[config.mk]
export PLATFORM = sky130hd
export DESIGN_NAME = instr_fetch
export DESIGN_NICKNAME = d
export VERILOG_FILES = /design/src/rtl/instr_fetch.sv
export SDC_FILE = /design/constraint.sdc
export NUM_CORES = 1
export LEC_CHECK = 0
export ABC_AREA = 0
export ABC_CLOCK_PERIOD_IN_PS = 2550
export CAP_MARGIN = 5
export CORE_MARGIN = 4
export CORE_UTILIZATION = 47
export CTS_CLUSTER_SIZE = 14
export DETAILED_ROUTE_END_ITERATION = 10
export GPL_TIMING_DRIVEN = 0
export PLACE_DENSITY = 0.8
export SYNTH_ARGS = -nofsm -noshare
export SYNTH_HDL_FRONTEND = slang
export SYNTH_SLANG_ARGS = --single-unit
[constraint.sdc]
create_clock -name clock -period 2.55 [get_ports clock]
set_input_delay 0.51 -clock clock [delete_from_list [all_inputs] [get_ports clock]]
set_output_delay 0.51 -clock clock [all_outputs]
set_load 0.005 [all_outputs]
[src/rtl/instr_fetch.sv]
// -----------------------------------------------------------------------------
// instr_fetch
//   Instruction fetch stage that feeds the main control decoder. It owns the
//   PC, issues word requests to instruction memory, buffers one returned
//   instruction and presents it to decode over a valid/ready handshake.
//   Redirects from execute (taken branch, JAL, JALR) replace the PC. When a
//   redirect arrives while a fetch is still outstanding, that fetch becomes
//   stale and its response is discarded.
//
// Ports:
//   clock            rising-edge clock
//   reset            synchronous, active-high reset
//   imem_req         fetch request, held with stable imem_addr until imem_ack
//   imem_addr        word address of the fetch (bits [1:0] always zero)
//   imem_ack         response valid this cycle (may coincide with imem_req)
//   imem_rdata       instruction word, valid with imem_ack
//   redirect_valid   one-cycle redirect pulse from execute
//   redirect_target  new PC (low two bits are masked off)
//   out_valid        buffered instruction available to decode
//   out_ready        decode accepts the buffered instruction
//   out_pc           PC of the buffered instruction
//   out_instr        buffered instruction
//   out_opc          out_instr[6:0], drives the control opcode input
//   misaligned       one-cycle pulse after a redirect with target[1:0] != 0
//   fetch_count      number of instructions handed off to decode
// -----------------------------------------------------------------------------
module instr_fetch #(
    parameter int              XLEN     = 32,
    parameter logic [XLEN-1:0] RESET_PC = 32'h0040_0000
) (
    input  logic            clock,
    input  logic            reset,
    output logic            imem_req,
    output logic [XLEN-1:0] imem_addr,
    input  logic            imem_ack,
    input  logic [XLEN-1:0] imem_rdata,
    input  logic            redirect_valid,
    input  logic [XLEN-1:0] redirect_target,
    output logic            out_valid,
    input  logic            out_ready,
    output logic [XLEN-1:0] out_pc,
    output logic [XLEN-1:0] out_instr,
    output logic [6:0]      out_opc,
    output logic            misaligned,
    output logic [XLEN-1:0] fetch_count
);

    // FETCH: request outstanding and its response is wanted.
    // HOLD : instruction buffered, waiting for decode.
    // DRAIN: request outstanding but stale; the response is dropped.
    typedef enum logic [1:0] {
        FETCH = 2'd0,
        HOLD  = 2'd1,
        DRAIN = 2'd2
    } state_e;

    state_e          state_q;
    logic [XLEN-1:0] pc_q;
    logic [XLEN-1:0] pend_pc_q;
    logic [XLEN-1:0] instr_buf_q;
    logic [XLEN-1:0] fetch_count_q;
    logic            misaligned_q;

    // Redirect target forced onto a word boundary before any use.
    logic [XLEN-1:0] redirect_pc;
    assign redirect_pc = {redirect_target[XLEN-1:2], 2'b00};

    always_ff @(posedge clock) begin
        if (reset) begin
            state_q       <= FETCH;
            pc_q          <= RESET_PC;
            pend_pc_q     <= '0;
            instr_buf_q   <= '0;
            fetch_count_q <= '0;
            misaligned_q  <= 1'b0;
        end else begin
            misaligned_q <= redirect_valid && (redirect_target[1:0] != 2'b00);

            unique case (state_q)
                FETCH: begin
                    if (redirect_valid) begin
                        if (imem_ack) begin
                            // Response belongs to the old path: drop it and
                            // start the new fetch right away.
                            pc_q <= redirect_pc;
                        end else begin
                            // Keep imem_addr stable until the old request is
                            // acknowledged; remember where to go afterwards.
                            pend_pc_q <= redirect_pc;
                            state_q   <= DRAIN;
                        end
                    end else if (imem_ack) begin
                        instr_buf_q <= imem_rdata;
                        state_q     <= HOLD;
                    end
                end

                HOLD: begin
                    // A redirect squashes the buffered instruction even if
                    // decode is ready to take it in the same cycle.
                    if (redirect_valid) begin
                        pc_q    <= redirect_pc;
                        state_q <= FETCH;
                    end else if (out_ready) begin
                        fetch_count_q <= fetch_count_q + XLEN'(1);
                        pc_q          <= pc_q + XLEN'(4);
                        state_q       <= FETCH;
                    end
                end

                DRAIN: begin
                    if (imem_ack) begin
                        // Latest redirect wins, including one arriving in the
                        // same cycle as the stale acknowledge.
                        pc_q    <= redirect_valid ? redirect_pc : pend_pc_q;
                        state_q <= FETCH;
                    end else if (redirect_valid) begin
                        pend_pc_q <= redirect_pc;
                    end
                end

                default: state_q <= FETCH;
            endcase
        end
    end

    // Reset gates the handshake outputs combinationally so neither side sees
    // activity during the reset cycle itself.
    assign imem_req    = ((state_q == FETCH) || (state_q == DRAIN)) && !reset;
    assign imem_addr   = pc_q;
    assign out_valid   = (state_q == HOLD) && !reset;
    assign out_pc      = pc_q;
    assign out_instr   = instr_buf_q;
    assign out_opc     = instr_buf_q[6:0];
    assign misaligned  = misaligned_q;
    assign fetch_count = fetch_count_q;

endmodule

==> results by group <==
Run status
  • Run status: finished clean

Placed design
  • Placed cell count: 1240
  • Placed wire-length estimate: 16000 um
  • GP Congestion: 0.906
  • Port-buffer cells: 203
  • Worst slack at placement: -0.503 ns

Global route
  • Overall Global Routing Usage: 26.5%
  • Pin count of the biggest net entering global routing: 17
  • First-pass GRT wire length: 34600 um
  • Initial antenna violation count: 0
  • Total congestion overflow after global routing: 0
  • Via count of the first global-routing pass: 6718

Clock tree
  • Number of buffers added for setup after CTS: 0
  • Post-CTS sizing: 12
  • TritonCTS clock tree: yes
  • Number of sinks handled by clock tree synthesis: 131
  • Clock slew seen by the registers of the worst setup and hold paths: 0.06 ns
  • Total of hold buffers inserted after clock tree synthesis: 0
  • Number of buffers inserted during clock tree synthesis: 17
  • Master cell of the clock root buffer: sky130_fd_sc_hd__clkbuf_16
  • Worst-case clock buffer depth: 2
  • Clk_lat worst skew: 0.42 ns
  • Number of levels the H-tree was split into: 4

Final layout
  • Number of diodes added for antenna fixing: 0
  • Non-Filler Instances: 1271
  • Layout cells sized above 1: 10.6%
  • Most common cell after layout, fill and taps aside: sky130_fd_sc_hd__clkdlybuf4s50_1
  • Most frequent cells in the layout: 203 x sky130_fd_sc_hd__clkdlybuf4s50_1, 165 x sky130_fd_sc_hd__nand2_1, 131 x sky130_fd_sc_hd__dfxtp_1, 70 x sky130_fd_sc_hd__a21oi_1, 67 x sky130_fd_sc_hd__nor2_1
  • Final #Nets: 1153
  • Fill cell total of the finished layout: 1217
  • Layout overhead on the synthesized area: 42.7%

Critical path
  • Cell with the largest stage delay on the worst path: sky130_fd_sc_hd__clkdlybuf4s50_1
  • Critical Path Source Type: input port
  • Max stage delay on crit path: 0.47 ns
  • Most common cell type on the critical path: sky130_fd_sc_hd__clkbuf_2
  • Depth of the worst register-to-register path: 8
  • Crit Path Category: input port to output port
  • Critical path cell sequence: clkbuf_2, clkbuf_2, buf_2, nor2_1, clkdlybuf4s50_1
  • Critical path endpoint category: output port
  • Required time at the endpoint of the critical path: 2.04 ns
  • Data arrival time at the worst-slack endpoint: 2.03 ns
  • Worst-path maximum fanout: 10

STA
  • Hold Violations, Final: 0
  • Actual transition at the worst max-transition pin: 0.784 ns
  • Time the final worst path needs with I/O delays and setup: 2.54 ns
  • Final number of setup-violating endpoints: 0
  • Slew Limit Fails: 0
  • Max Fclk: 393 MHz
  • Slew margin rel.: 47.3%
  • Fin worst setup slack: 0.00739 ns
  • Portion of the clock cycle consumed by the worst path in the final layout: 99.7%
  • Setup Skew: 0.00903 ns

Route
  • Avg WL per Cell: 17.7 um
  • Residual DRC: 0
  • Total number of vias: 7211
  • Post-detailed-routing wire length: 22500 um
  • Initial DRC count: 829
  • Per-cell via count in the routed design: 5.67
  • Post-route ant nets: 0
  • Drt first pass iters: 6

Floorplan
  • Core ar.: 0.0140 mm2
  • Die X-Extent: 128 um
  • Die area: 0.0163 mm2
  • Effective utilization at floorplan: 48.2%
  • Y dimension of the die: 128 um
  • Row cnt: 43
  • Ports placed on the boundary: 207

Flow run
  • Number of max-capacitance violations reported: 0

Worst hold path
  • Worst hold-check path type: flop to flop
  • Hold path depth: 2

Yosys
  • Share of synthesized area occupied by flip-flops and latches: 38.9%
  • Number of distinct library cells after synthesis: 67
  • Flip-flop and latch count after synthesis: 131
  • Number of enable flip-flop cells after synthesis: 0
  • Syn Std Cell Area: 0.00674 mm2
  • Synth Area per Inst: 7.86 um2
  • Most used DFF post-synth: sky130_fd_sc_hd__dfxtp_1
  • Net Count, Synth: 932
  • Cell count after synthesis: 857
  • Async set or reset register ratio after synthesis: 0%
  • Total of warnings raised by yosys: 0

Power
  • Pleak: 0.00352 uW
  • Total power per unit cell area: 598 mW/mm2
  • Peak ir drop on the vdd network: 515 uV
per-stage QoR:
step,hold slack (ns),setup TNS (ns),utilization (%),instance area [um2],total power (uW)
3_3_place_gp,0.441,-6.56,64.3,9000,3410
5_1_grt,0.470,-0.00811,68.8,9620,5970
4_1_cts,0.454,0,68.6,9590,5740
3_5_place_dp,0.446,-6.70,64.3,9000,3420
6_report,0.451,0,68.8,9620,5750
2_1_floorplan,0.436,0,-,6740,2830
state kept, by name (all words and copies together) (netlist names):
signal / flops
state_q: 2
fetch_count: 32
misaligned: 1
out_instr: 32
imem_addr: 32
pend_pc_q: 32
cell families (layout without fill, tap and decap cells):
| group | count (synthesis) | after routing | share of synthesized area (%) |
|---|---|---|---|
| AO/OA/AOI/OAI | 202 | 202 | 19.8 |
| multiplexers | 5 | 5 | 0.743 |
| XOR/XNOR | 38 | 38 | 4.94 |
| flip-flops | 131 | 131 | 38.9 |
| AND/OR/NAND/NOR | 364 | 364 | 25.7 |
| adder cells (fa/ha/maj) | 6 | 6 | 1.11 |
| buffers and inverters | 111 | 345 | 8.80 |
path summary, 6_finish.rpt:
kind / startpoint / end / slack [ns]
max: reset / imem_req / 0.007
min: out_instr[7]$_SDFFE_PP0P_ / out_instr[7]$_SDFFE_PP0P_ / 0.45
max reg2reg: state_q[0]$_SDFFE_PP0P_ / imem_addr[20]$_SDFFE_PP0P_ / 0.07
min reg2reg: out_instr[7]$_SDFFE_PP0P_ / out_instr[7]$_SDFFE_PP0P_ / 0.45
critical path: cells and delay by family:
family,cells,cell delay (ns)
simple gates,1,0.07
buf+inv,4,1.45
where the power goes:
group | switching (uW) | internal, uW
registers | 130 | 2160
clock network | 942 | 1390
logic | 544 | 589
layout make-up:
cell class,instances,area [um2],area share (%)
Multi-Input combinational cell,615,3550,37.0
Sequential cell,131,2620,27.3
Timing Repair Buffer,203,2030,21.1
Buffer,98,573,5.96
Clock buffer,21,460,4.79
Tap cell,180,225,2.34
Clock inverter,11,106,1.11
Inverter,12,45.0,0.468
cells in the mapped netlist (13+ instances only):
master	count	area [um2]
sky130_fd_sc_hd__a221oi_1	13	114
sky130_fd_sc_hd__nand3_1	20	100
sky130_fd_sc_hd__nor3_1	22	110
sky130_fd_sc_hd__nand2_1	166	623
sky130_fd_sc_hd__buf_4	41	308
sky130_fd_sc_hd__xor2_1	29	254
sky130_fd_sc_hd__nand4_1	19	119
sky130_fd_sc_hd__clkbuf_1	40	150
sky130_fd_sc_hd__nor2_1	68	255
sky130_fd_sc_hd__dfxtp_1	131	2620
sky130_fd_sc_hd__a22oi_1	13	97.6
sky130_fd_sc_hd__o21ai_0	31	155
sky130_fd_sc_hd__a21oi_1	70	350
routing by layer:
metal	global-route usage [%]	part of all wire, %
met5	0	0
met3	8.08	10
met1	33.3	40
met4	8.55	2.3
met2	43.5	47
(Power assumes the default switching activity.)
